[config.mk]
export PLATFORM = sky130hd
export DESIGN_NAME = pkt_injector0_flat
export DESIGN_NICKNAME = d
export VERILOG_FILES = /design/src/rtl/pkt_injector0_if.sv /design/src/rtl/pkt_injector0.sv /design/src/flat_wrapper.sv
export SDC_FILE = /design/constraint.sdc
export NUM_CORES = 1
export LEC_CHECK = 0
export BUFFER_PORTS_ARGS = -buffer_cell sky130_fd_sc_hd__buf_2
export CORE_MARGIN = 8
export CORE_UTILIZATION = 44
export DETAILED_ROUTE_END_ITERATION = 10
export HOLD_SLACK_MARGIN = 0.05
export PLACE_DENSITY = 0.79
export SLEW_MARGIN = 20
export SYNTH_ARGS = -nofsm -noshare
export SYNTH_HDL_FRONTEND = slang
export SYNTH_SLANG_ARGS = --single-unit
[constraint.sdc]
create_clock -name clk -period 1.4 [get_ports clk]
set_input_delay 0.28 -clock clk [delete_from_list [all_inputs] [get_ports clk]]
set_output_delay 0.28 -clock clk [all_outputs]
set_load 0.02 [all_outputs]
[src/rtl/pkt_injector0_if.sv]
// Handshake bundle between the processing element, the injector and the router local port.
// The slave view belongs to the injector; master is the PE/router side.
interface pkt_injector0_if;
  logic        req_valid;
  logic        req_ready;
  logic [3:0]  req_dest;
  logic [2:0]  req_len;
  logic        pld_valid;
  logic        pld_ready;
  logic [9:0]  pld_data;
  logic [15:0] Lo;
  logic        Lo_valid;
  logic        Lo_ready;
  logic        pkt_done;
  logic        err_len;

  modport slave (
    input  req_valid, req_dest, req_len, pld_valid, pld_data, Lo_ready,
    output req_ready, pld_ready, Lo, Lo_valid, pkt_done, err_len
  );

  modport master (
    output req_valid, req_dest, req_len, pld_valid, pld_data, Lo_ready,
    input  req_ready, pld_ready, Lo, Lo_valid, pkt_done, err_len
  );
endinterface

[src/rtl/pkt_injector0.sv]
// Local-port packet injector: turns a request plus payload words into HDR/BODY/TAIL
// flits behind a single output register with valid/ready backpressure.
module pkt_injector0 #(
  parameter logic [3:0] SRC_ADDR = 4'd1,
  parameter int         MAX_LEN  = 7
) (
  input logic            clk,
  input logic            rst,
  pkt_injector0_if.slave bus
);
  localparam logic [1:0] T_HDR  = 2'b10;
  localparam logic [1:0] T_BODY = 2'b00;
  localparam logic [1:0] T_TAIL = 2'b01;
  localparam logic [3:0] MAX_L  = 4'(MAX_LEN);

  typedef enum logic [1:0] {IDLE, PLD, WAIT_TAIL} state_t;

  state_t      r_state;
  logic [15:0] r_lo;
  logic        r_lo_valid;
  logic        r_pkt_done;
  logic        r_err_len;
  logic [2:0]  r_seq;
  logic [2:0]  r_rem;
  logic [3:0]  r_dest;

  logic w_can_load;
  logic w_pld_ready;
  logic w_pld_fire;
  logic w_len_bad;

  // Output register is free when empty or when its current flit leaves this cycle.
  assign w_can_load  = !r_lo_valid || bus.Lo_ready;
  assign w_pld_ready = (r_state == PLD) && w_can_load;
  assign w_pld_fire  = bus.pld_valid && w_pld_ready;
  assign w_len_bad   = (bus.req_len == 3'd0) || ({1'b0, bus.req_len} > MAX_L);

  assign bus.req_ready = (r_state == IDLE);
  assign bus.pld_ready = w_pld_ready;
  assign bus.Lo        = r_lo;
  assign bus.Lo_valid  = r_lo_valid;
  assign bus.pkt_done  = r_pkt_done;
  assign bus.err_len   = r_err_len;

  always_ff @(posedge clk) begin
    if (rst) begin
      r_state    <= IDLE;
      r_lo       <= 16'h0;
      r_lo_valid <= 1'b0;
      r_pkt_done <= 1'b0;
      r_err_len  <= 1'b0;
      r_seq      <= 3'd0;
      r_rem      <= 3'd0;
      r_dest     <= 4'd0;
    end else begin
      r_pkt_done <= 1'b0;
      r_err_len  <= 1'b0;
      unique case (r_state)
        // Output register is always empty here, so the header loads unconditionally.
        IDLE: begin
          if (bus.req_valid) begin
            if (w_len_bad) begin
              r_err_len <= 1'b1;
            end else begin
              r_dest     <= bus.req_dest;
              r_rem      <= bus.req_len;
              r_lo       <= {T_HDR, SRC_ADDR, bus.req_len, r_seq, bus.req_dest};
              r_lo_valid <= 1'b1;
              r_state    <= PLD;
            end
          end
        end
        PLD: begin
          if (w_pld_fire) begin
            r_lo       <= {(r_rem == 3'd1) ? T_TAIL : T_BODY, bus.pld_data, r_dest};
            r_lo_valid <= 1'b1;
            r_rem      <= r_rem - 3'd1;
            if (r_rem == 3'd1) r_state <= WAIT_TAIL;
          end else if (bus.Lo_ready) begin
            r_lo_valid <= 1'b0;
          end
        end
        WAIT_TAIL: begin
          if (r_lo_valid && bus.Lo_ready) begin
            r_lo_valid <= 1'b0;
            r_pkt_done <= 1'b1;
            r_seq      <= r_seq + 3'd1;
            r_state    <= IDLE;
          end
        end
        default: r_state <= IDLE;
      endcase
    end
  end
endmodule

[src/flat_wrapper.sv]
// flat-port wrapper written by rule: the top's interface ports become plain ports
module pkt_injector0_flat 
#(
  parameter logic [3:0] SRC_ADDR = 4'd1,
  parameter int         MAX_LEN  = 7
)
  (clk, rst, bus_req_valid, bus_req_dest, bus_req_len, bus_pld_valid, bus_pld_data, bus_Lo_ready, bus_req_ready, bus_pld_ready, bus_Lo, bus_Lo_valid, bus_pkt_done, bus_err_len);
  pkt_injector0_if bus_i ();
  input logic clk;
  input logic rst;
  input wire logic [$bits(bus_i.req_valid)-1:0] bus_req_valid;
  input wire logic [$bits(bus_i.req_dest)-1:0] bus_req_dest;
  input wire logic [$bits(bus_i.req_len)-1:0] bus_req_len;
  input wire logic [$bits(bus_i.pld_valid)-1:0] bus_pld_valid;
  input wire logic [$bits(bus_i.pld_data)-1:0] bus_pld_data;
  input wire logic [$bits(bus_i.Lo_ready)-1:0] bus_Lo_ready;
  output wire logic [$bits(bus_i.req_ready)-1:0] bus_req_ready;
  output wire logic [$bits(bus_i.pld_ready)-1:0] bus_pld_ready;
  output wire logic [$bits(bus_i.Lo)-1:0] bus_Lo;
  output wire logic [$bits(bus_i.Lo_valid)-1:0] bus_Lo_valid;
  output wire logic [$bits(bus_i.pkt_done)-1:0] bus_pkt_done;
  output wire logic [$bits(bus_i.err_len)-1:0] bus_err_len;
  assign bus_i.req_valid = bus_req_valid;
  assign bus_i.req_dest = bus_req_dest;
  assign bus_i.req_len = bus_req_len;
  assign bus_i.pld_valid = bus_pld_valid;
  assign bus_i.pld_data = bus_pld_data;
  assign bus_i.Lo_ready = bus_Lo_ready;
  assign bus_req_ready = bus_i.req_ready;
  assign bus_pld_ready = bus_i.pld_ready;
  assign bus_Lo = bus_i.Lo;
  assign bus_Lo_valid = bus_i.Lo_valid;
  assign bus_pkt_done = bus_i.pkt_done;
  assign bus_err_len = bus_i.err_len;
  pkt_injector0 #(.SRC_ADDR(SRC_ADDR), .MAX_LEN(MAX_LEN)) u_core (.clk(clk), .rst(rst), .bus(bus_i));
endmodule
==> results.txt, run 1 <==
----------------------------------------------------
[STA]
  Final count of pins violating max slew ... 0
  Smallest setup slack after layout ... -100 ps
  Slew @ Worst Pin ... around 340 ps
  Headroom to the max-slew limit ... 0.770
  Number of setup violations in the final report ... 13
  Setup repair after global routing missed its margin ... true
  Min cycle time layout ... ~1500 ps
  Final Hold Fails ... 0
  Final clock period utilization by the worst path ... 1.07
  F_max ... 667 MHz
  Worst clock skew ... roughly 9.1 ps
  Setup TNS Final ... -677 ps

[Synth]
  Post-synthesis cell area ... about 1300 µm²
  Number of library cell types mapped by synthesis ... 29
  Warnings, synthesis ... 0
  Avg Inst Size Synth ... about 8.3 µm²
  Area leader, netlist ... sky130_fd_sc_hd__dfxtp_1
  Sequential-to-total area share from yosys stat ... 0.472
  Synthesized net count ... 184
  Flops & latches, synth ... 31
  Post-synth top area share ... 0.472
  Top cells by area, synth ... sky130_fd_sc_hd__dfxtp_1 47%, sky130_fd_sc_hd__nand2_1 10%, sky130_fd_sc_hd__a311oi_1 6.7%
  Cell count after synthesis ... about 160

[Clock network]
  CTS root buffer ... sky130_fd_sc_hd__clkbuf_4
  Htree depth ... 2
  CTS Sinks ... 31
  Clock transition time at the flip-flop clock pins of the worst setup and hold paths ... 90 ps
  Clock buffers created by TritonCTS ... 5
  CTS Buffer Depth ... 2
  Source-to-sink clock delay at the later pin of the worst-skew pair ... about 320 ps
  Clock tree from TritonCTS ... built

[Routing]
  Detailed-routing iteration count for the pre-antenna-repair pass ... 4
  Initial DRC count ... 105
  Drt via density ... 5.20
  Total wire length after detailed routing ... between 3 and 4 mm
  DRC viols ... 0
  Overall via count from detail_route ... ~1300
  Number of nets with antenna violations after routing ... 0
  Wirelength per Cell ... between 10 and 15 µm

[Floorplanning]
  Number of rows in the core area ... 20
  Starting Density ... 0.445
  Die Footprint ... roughly 5000 µm²
  Width of the chip ... roughly 71 µm
  Top Ports ... between 40 and 50
  Vertical extent of the die ... approximately 71 µm
  Area of the core region ... slightly below 3000 µm²

[Power]
  Worst IR drop on VDD ... approximately 0.54 mV
  Leakage ... 0.828 nW
  Total power density per cell area ... about 1000 nW/µm²

[Run status]
  Violated checks ... negative setup slack
  Result of the run ... complete, but fails checks

[GRT]
  Global-route wire length before repair ... about 5.3 mm
  Initial antenna violation count ... 0
  Number of global-route vias before repair ... between 1000 and 1500
  Total global-route track usage ... 0.127
  Overall overflow remaining after global route ... 0
  Pin count of the biggest net entering global routing ... 18

[Cells and area]
  Most common cell after layout, fill and taps aside ... sky130_fd_sc_hd__buf_2
  Inserted Diodes ... 0
  Fraction of layout instances using a drive strength above 1 ... 0.385
  Area added between synthesis and finish ... 40.4%
  Most used cells in the layout excluding fill and tap cells ... 40 x sky130_fd_sc_hd__buf_2, 35 x sky130_fd_sc_hd__nand2_1, 29 x sky130_fd_sc_hd__dfxtp_1
  Final Instance Area ... about 1800 µm²
  Post-layout net count ... 247

[Hold path]
  Start point of the worst hold path ... bus_pld_data[6]
  HP Class ... primary input to flop
  Number of cells on the worst hold path ... 3
  End of the worst hold path ... u_core.bus.Lo[10]

[Placement]
  Number of input and output port buffers inserted ... 42
  HPWL after detailed placement ... around 2.5 mm
  Instance area after placement ... between 1500 and 2000 µm²
  Gpl congestion ... approximately 0.93

[Worst setup path]
  Crit path DAT ... ~1800 ps
  Data required time at the worst endpoint ... 1670 ps
  WS Path Type ... flop to flop
  Endpoint of the worst-slack reg-to-reg timing path ... u_core.r_rem[0]
  Endpoint class of the critical path ... flop
  Logic depth of the worst register-to-register path ... 7
  Startpoint of the lowest-slack register-to-register path ... u_core.r_state[0]
  Largest driver fanout on the critical path ... 6
  Register-to-register setup slack ... -100 ps
  Type of origin of the critical path ... flop

[Job]
  # Max-Cap Violations ... 0

----------------------------------------------------
-- final cells by class --
| type | count | area [µm²] |
|---|---|---|
| fill | 261 | 1110 |
| multi-input combinational | 115 | 678 |
| sequential | 31 | 626 |
| timing repair buffer | 66 | 447 |
| clock buffer | 6 | 41.3 |
| tap | 33 | 41.3 |
| inverter | 3 | 11.3 |
-- layer usage --
metal | GRT usage | wire length (µm)
met5 | 0 | 0
met2 | 0.212 | 1610
met1 | 0.141 | 1460
met4 | 0.0370 | 26
met3 | 0.0593 | 267
-- worst max-delay path by stage --
stage	start	cells past startpoint	slack, ps	endpoint
final	u_core.r_state[0]	7	-100	u_core.r_rem[0]
after global routing	u_core.r_state[0]	6	-150	u_core.bus.Lo[0]
after CTS	u_core.r_state[0]	4	-80	bus_pld_ready
after detailed placement	bus_req_len[2]	5	-180	u_core.bus.Lo[5]
after global placement	bus_req_len[2]	5	-110	u_core.bus.Lo[3]
after floorplan	bus_req_len[2]	6	-90	u_core.r_rem[0]
-- worst max-delay path, cell delays in order, from the launching register on --
cell	delay, ps
sky130_fd_sc_hd__dfxtp_2	340
sky130_fd_sc_hd__nor2b_4	130
sky130_fd_sc_hd__buf_6	110
sky130_fd_sc_hd__a32o_2	320
sky130_fd_sc_hd__buf_4	150
sky130_fd_sc_hd__buf_4	130
sky130_fd_sc_hd__a31o_1	170
sky130_fd_sc_hd__a21oi_2	90
-- timing repair --
action                     CTS  global route
pin swaps                    2             4
setup endpoints to repair   14            24
resized for setup           13            11
hold buffers                 0             0
setup buffers                4             1
-- cells by family (layout without fill, tap and decap cells) --
group,Yosys count,after routing,share of synthesized area
AOI/OAI and AO/OA,33,33,0.172
adders and majority gates,3,3,0.0286
DFF,31,31,0.472
buffers and inverters,13,75,0.0476
xor gates and xnor gates,2,2,0.0133
muxes,1,1,0.00762
and+or+nand+nor,76,76,0.258
-- power by group --
group	switching, mW	internal, mW	total [mW]
clock network	0.272	0.178	0.450
logic	0.263	0.229	0.493
registers	0.0331	0.941	0.975
total	0.568	1.35	1.92
-- registers in the layout (all words and copies together), names as in the netlist --
register             flops
u_core.bus.Lo_valid      1
u_core.bus.err_len       1
u_core.r_state           2
u_core.r_rem             3
u_core.r_seq             3
u_core.bus.Lo           16
u_core.r_dest            4
u_core.bus.pkt_done      1
-- synthesized netlist by cell type (all sizes together) --
cell / number
and2: 2
o21ai: 3
nand2: 35
nand3: 9
nand2b: 2
o211ai: 1
nor2: 17
buf: 7
a32o: 2
nand3b: 1
nand4: 1
nor3: 3
nor2b: 2
or3: 2
nor3b: 2
clkbuf: 3
inv: 3
a21oi: 15
a32oi: 1
ha: 3
a311oi: 10
a31o: 1
dfxtp: 31
xor2: 2
mux2i: 1
-- through the flow --
stage               setup slack, ps   util  power, mW  hold slack [ps]  instances
floorplan                     -91.8      -       1.25              427        159
global placement               -115  0.571       1.43              441        243
detailed placement             -176  0.571       1.43              444        243
CTS                           -77.7  0.608       1.92              197        253
global route                   -154  0.625       2.02              200        254
finish                         -100  0.625       1.92              200        254
Note: power is estimated with default switching activity, not from simulation.
==> run 2, diff against run 1 <==
SETUP_SLACK_MARGIN = 0.15   (was not set)
SKIP_CTS_REPAIR_TIMING = 1   (was not set)
==> run 2 against run 1 <==
Against the previous run:
- the run still ends with negative setup slack left
- sequential share of layout area increased by 0.065 points
- global-route usage increased by 0.81 points
- first-iteration DRC count decreased by 13%
- clock-buffer cell count increased by 2
- cell count increased by 1.6%
- non-clock buffer count increased by 2
- setup slack got worse by 43 ps
- highest routed layer unchanged
==> results.txt, run 2 (synthesis gave the netlist of run 1 again) <==
----------------------------------------------------
[Routing]
  Initial DRC count ... 91 (-13%)
  Detailed-routing iteration count for the pre-antenna-repair pass ... 4 (unchanged)
  Total wire length after detailed routing ... 3.42 mm (+1.8%)
  Number of nets with antenna violations after routing ... 0 (unchanged)
  Wirelength per Cell ... 13.2 µm (+0.21%)
  Drt via density ... 5.27 (+1.4%)
  DRC viols ... 0 (unchanged)
  Overall via count from detail_route ... 1360 (+3.0%)

[Floorplanning]
  Number of rows in the core area ... 20 (unchanged)
  Area of the core region ... 2950 µm² (unchanged)
  Top Ports ... 43 (unchanged)
  Starting Density ... 0.445 (unchanged)
  Vertical extent of the die ... 70.6 µm (unchanged)
  Width of the chip ... 70.6 µm (unchanged)
  Die Footprint ... 4990 µm² (unchanged)

[STA]
  Setup repair after global routing missed its margin ... true
  Number of setup violations in the final report ... 17 (+4)
  F_max ... 648 MHz (-2.8%)
  Final count of pins violating max slew ... 0 (unchanged)
  Headroom to the max-slew limit ... 0.805 (+0.0344)
  Min cycle time layout ... 1540 ps (+42.8 ps)
  Slew @ Worst Pin ... 293 ps (-51.6 ps)
  Setup TNS Final ... -976 ps (-298 ps)
  Worst clock skew ... 5.23 ps (-3.90 ps)
  Smallest setup slack after layout ... -143 ps (-42.8 ps)
  Final Hold Fails ... 0 (unchanged)
  Final clock period utilization by the worst path ... 1.10 (+0.0306)

[Power]
  Internal power ... 1.46 mW (+7.9%)
  Total power density per cell area ... 1100 nW/µm² (+5.7%)
  Psw ... 0.579 mW (+2.0%)
  Switching Share ... 0.285 (-0.0116)
  Logic pwr share ... 0.235 (-0.022)
  Clock share of power ... 0.286 (+0.051)
  Worst IR drop on VDD ... 0.737 mV (+36%)
  Leakage ... 0.842 nW (+1.6%)
  Sequential cell fraction of total power ... 0.479 (-0.029)

[Cells and area]
  FILL cells ... 268 (+2.7%)
  Largest register FFs ... 16 (unchanged)
  Most common cell after layout, fill and taps aside ... sky130_fd_sc_hd__buf_2
  Inserted Diodes ... 0 (unchanged)
  Fraction of layout instances using a drive strength above 1 ... 0.382 (-0.00239)
  Final standard cell count with taps included and fillers excluded ... 258 (+1.6%)
  Post-layout net count ... 249 (+0.81%)
  Area added between synthesis and finish ... 41.0%
  Final Instance Area ... 1850 µm² (+0.41%)
  Most used cells in the layout excluding fill and tap cells ... 40 x sky130_fd_sc_hd__buf_2, 35 x sky130_fd_sc_hd__nand2_1, 28 x sky130_fd_sc_hd__dfxtp_1

[GRT]
  Total global-route track usage ... 0.135 (+0.00813)
  Global-route wire length before repair ... 5.45 mm (+3.3%)
  Initial antenna violation count ... 0 (unchanged)
  Overall overflow remaining after global route ... 0 (unchanged)
  Number of global-route vias before repair ... 1261 (+4.3%)
  Pin count of the biggest net entering global routing ... 16 (-2)

[Clock network]
  CTS root buffer ... sky130_fd_sc_hd__clkbuf_4
  Clock tree from TritonCTS ... built
  Source-to-sink clock delay at the later pin of the worst-skew pair ... 330 ps (about the same)
  Clock transition time at the flip-flop clock pins of the worst setup and hold paths ... 90 ps (about the same)
  Clock buffers created by TritonCTS ... 5 (unchanged)
  Htree depth ... 2 (unchanged)
  CTS Buffer Depth ... 2 (unchanged)
  CTS Sinks ... 31 (unchanged)

[Worst setup path]
  Endpoint class of the critical path ... output port
  Type of origin of the critical path ... flop
  Register-to-register setup slack ... -100 ps (about the same)
  WS Path Type ... flop to output port
  Largest driver fanout on the critical path ... 5 (-1)
  Crit path DAT ... 1260 ps (-510 ps)
  Data required time at the worst endpoint ... 1120 ps (-550 ps)

[Placement]
  HPWL after detailed placement ... 2.44 mm (-0.88%)
  Number of input and output port buffers inserted ... 42 (unchanged)
  Instance area after placement ... 1680 µm² (-0.59%)
  Number of cells after detailed placement ... 245 (+0.82%)
  Gpl congestion ... 0.840 (-9.9%)

[Job]
  # Max-Cap Violations ... 0 (unchanged)

[Run status]
  Violated checks ... negative setup slack
  Result of the run ... complete, but fails checks

[Hold path]
  HP Class ... primary input to flop

----------------------------------------------------
-- run 2: cell types whose count changed in the layout (fill, tap and decap cells not counted), sizes merged --
cell / previous run / this run
clkbuf: 6 / 8
buf: 66 / 68
-- run 2: through the flow --
stage           util  total power, mW  hold slack [ps]  worst slack, ps
6_report       0.627             2.04              200             -143
4_1_cts        0.591             2.00              188             -422
3_3_place_gp   0.568             1.41              437             -122
3_5_place_dp   0.568             1.42              442             -188
5_1_grt        0.627             2.15              189             -187
2_1_floorplan      -             1.25              427            -91.8
-- run 2: worst paths after layout --
check	from	to	cells past startpoint
hold / removal	bus_pld_data[9]	u_core.bus.Lo[13]	3
hold reg to reg	u_core.bus.Lo[12]	u_core.bus.Lo[12]	2
setup / recovery	u_core.r_state[0]	bus_pld_ready	4
setup reg to reg	u_core.r_state[0]	u_core.bus.Lo[7]	6
-- run 2: cell type report --
type / instances / area (µm²) / share of cell area
clock buffers: 8 / 68.8 / 0.0372
well taps: 33 / 41.3 / 0.0223
repair buffers: 68 / 444 / 0.240
flip-flops and latches: 31 / 629 / 0.340
multi-input cells: 115 / 657 / 0.355
inverters: 3 / 11.3 / 0.00608
-- run 2: power groups by stage --
stage               Sequential (mW)  Clock (mW)  Combinational [mW]
detailed placement            0.995           0               0.429
global placement              0.993           0               0.422
global route                  0.982       0.645               0.525
finish                        0.974       0.582               0.479
floorplan                      1.05           0               0.204
CTS                           0.974       0.599               0.429
-- run 2: worst max-delay path, stage by stage (launching register included) --
cell and delay, ps:
sky130_fd_sc_hd__dfxtp_4 380, sky130_fd_sc_hd__nor2b_4 190, sky130_fd_sc_hd__buf_6 130, sky130_fd_sc_hd__and2_4 130
sky130_fd_sc_hd__buf_6 110
-- run 2: metal layers --
layer | up-vias | track usage | routed length, µm
met4 | 0 | 0.0462 | 32
met2 | 40 | 0.219 | 1640
met5 | - | 0 | 0
li1 | 685 | - | -
met1 | 631 | 0.141 | 1410
met3 | 4 | 0.0847 | 334
==> run 3, diff against run 2 <==
BUFFER_PORTS_ARGS = -buffer_cell sky130_fd_sc_hd__buf_4   (was -buffer_cell sky130_fd_sc_hd__buf_2)
CELL_PAD_IN_SITES_DETAIL_PLACEMENT = 1   (was not set)
CELL_PAD_IN_SITES_GLOBAL_PLACEMENT = 1   (was not set)
CORE_UTILIZATION = 32   (was 44)
==> run 3 against run 2 <==
Against the previous run:
- the run still ends with negative setup slack left
- wire length up 48%
- sequential share of layout area is 3.6 points lower
- clock power increased by 34%
- core utilization shrank 11 points
- setup slack worse by 43 ps
- cell count increased by 6.6%
- maximum frequency shrank 2.7%
- critical path type is now flop to flop
- largest power group unchanged
- highest routed layer unchanged
==> results.txt, run 3 (synthesis gave the netlist of run 1 again) <==
----------------------------------------------------
[GRT]
  Initial antenna violation count ... 0 (unchanged)
  Routing usage on met1 ... 0.141 (about the same)
  Met2 Use GR ... 0.211 (-0.00756)
  Pin count of the biggest net entering global routing ... 33 (+17)
  Number of global-route vias before repair ... 1462 (+16%)
  Global-route wire length before repair ... 6.57 mm (+20%)
  Overall overflow remaining after global route ... 0 (unchanged)
  Met3 Usage GRT ... 0.0536 (-0.0312)
  Total global-route track usage ... 0.128 (-0.00715)
  Global routing's busiest layer ... met2

[Worst setup path]
  Largest driver fanout on the critical path ... 15 (+10)
  Type of origin of the critical path ... flop
  Data required time at the worst endpoint ... 1580 ps (+460 ps)
  Largest stage delay, worst path ... 470 ps (+90 ps)
  Endpoint class of the critical path ... flop
  Crit path DAT ... 1770 ps (+510 ps)
  Worst-path cell with the longest stage delay ... sky130_fd_sc_hd__a32o_2
  WS Path Type ... flop to flop
  Cells traversed along the worst timing path ... nor3b_2 > a32o_2 > a31o_1 > a21oi_2

[Power]
  Design Power ... 2.33 mW (+15%)
  Leakage ... 0.882 nW (+4.8%)
  Total power density per cell area ... 1140 nW/µm² (+3.3%)
  Worst IR drop on VDD ... 0.604 mV (-18%)

[Cells and area]
  Most used cells in the layout excluding fill and tap cells ... 62 x sky130_fd_sc_hd__buf_4, 34 x sky130_fd_sc_hd__nand2_1, 29 x sky130_fd_sc_hd__dfxtp_1
  Area added between synthesis and finish ... 56.3%
  Largest register FFs ... 16 (unchanged)
  Post-layout net count ... 249 (unchanged)
  Most common cell after layout, fill and taps aside ... sky130_fd_sc_hd__buf_4
  Inserted Diodes ... 0 (unchanged)
  Final Instance Area ... 2050 µm² (+11%)
  Final standard cell count with taps included and fillers excluded ... 275 (+6.6%)
  Fraction of layout instances using a drive strength above 1 ... 0.418 (+0.0356)
  FILL cells ... 483 (+80%)

[Routing]
  Number of nets with antenna violations after routing ... 0 (unchanged)
  Detailed-routing iteration count for the pre-antenna-repair pass ... 4 (unchanged)
  Wirelength per Cell ... 18.4 µm (+39%)
  Overall via count from detail_route ... 1473 (+8.3%)
  Initial DRC count ... 70 (-23%)
  DRC viols ... 0 (unchanged)
  Total wire length after detailed routing ... 5.07 mm (+48%)
  Drt via density ... 5.36 (+1.6%)

[Clock network]
  CTS root buffer ... sky130_fd_sc_hd__clkbuf_8
  Source-to-sink clock delay at the later pin of the worst-skew pair ... 290 ps (-40 ps)
  Clock tree from TritonCTS ... built
  CTS Sinks ... 31 (unchanged)
  Htree depth ... 2 (unchanged)
  Clock buffers created by TritonCTS ... 5 (unchanged)
  Clock transition time at the flip-flop clock pins of the worst setup and hold paths ... 70 ps (-20 ps)
  CTS Buffer Depth ... 2 (unchanged)

[Placement]
  Gpl congestion ... 0.769 (-8.4%)
  Number of cells after detailed placement ... 256 (+4.5%)
  Instance area after placement ... 1760 µm² (+4.9%)
  Number of input and output port buffers inserted ... 42 (unchanged)
  HPWL after detailed placement ... 2.86 mm (+17%)

[STA]
  Final Hold Fails ... 0 (unchanged)
  F_max ... 630 MHz (-2.7%)
  Worst Hold Slack ... 269 ps (+68.9 ps)
  Final clock period utilization by the worst path ... 1.13 (+0.0310)
  Min cycle time layout ... 1590 ps (+43.4 ps)
  Worst clock skew ... 4.78 ps (-0.454 ps)
  Smallest setup slack after layout ... -187 ps (-43.4 ps)
  Headroom to the max-slew limit ... 0.719 (-0.0855)
  Slew @ Worst Pin ... 421 ps (+128 ps)
  Final count of pins violating max slew ... 0 (unchanged)
  Number of setup violations in the final report ... 26 (+9)
  Setup repair after global routing missed its margin ... true

[Floorplanning]
  Starting Density ... 0.331 (-0.114)
  Area of the core region ... 3970 µm² (+34%)
  Number of rows in the core area ... 23 (+15%)
  Vertical extent of the die ... 80.1 µm (+13%)
  Width of the chip ... 80.1 µm (+13%)
  Die Footprint ... 6410 µm² (+28%)
  Top Ports ... 43 (unchanged)

[Run status]
  Result of the run ... complete, but fails checks
  Violated checks ... negative setup slack

[Job]
  # Max-Cap Violations ... 0 (unchanged)

[Hold path]
  HP Class ... primary input to flop

----------------------------------------------------
## run 3: changes by cell type in the layout (fill, tap and decap cells not counted), sizes merged
| cell | delta |
|---|---|
| buf | -3 |
| a32o | +2 |
| clkbuf | +1 |
## run 3: final timing paths
kind | slack (ps) | to | from | cells past startpoint
worst max-delay path | -190 | u_core.r_rem[0] | u_core.r_state[1] | 4
worst min-delay path | 270 | u_core.bus.Lo[12] | bus_pld_data[8] | 3
worst max register to register | -190 | u_core.r_rem[0] | u_core.r_state[1] | 4
worst min register to register | 460 | u_core.bus.Lo[15] | u_core.bus.Lo[15] | 2
## run 3: layer usage
metal  part of all wire  vias up
met5                  0        -
met4              0.011        0
met3              0.062        9
met2               0.52       46
met1               0.40      732
li1                   -      686
## run 3: critical path: cells and delay by family (launching register included)
kind               cells  cell delay, ps
and+or+nand+nor        1             400
DFF                    1             350
AOI/OAI and AO/OA      3             740
## run 3: final cells by class
class / instances / area (µm²) / share of cell area
Multi-Input combinational cell: 117 / 723 / 0.352
Sequential cell: 31 / 623 / 0.303
Timing Repair Buffer: 66 / 533 / 0.260
Clock buffer: 8 / 100 / 0.0488
Tap cell: 50 / 62.6 / 0.0305
Inverter: 3 / 11.3 / 0.00548
## run 3: report_power, final
group          internal (mW)  switching (mW)
clock network          0.448           0.333
registers              0.945          0.0378
logic                  0.263           0.305
total                   1.66           0.676
## run 3: through the flow
stage	setup TNS, ps	setup slack, ps	util
2_1_floorplan	-1260	-91.8	-
3_3_place_gp	-4530	-260	0.443
3_5_place_dp	-5270	-334	0.443
4_1_cts	-3530	-397	0.468
5_1_grt	-3980	-226	0.517
6_report	-2650	-187	0.517
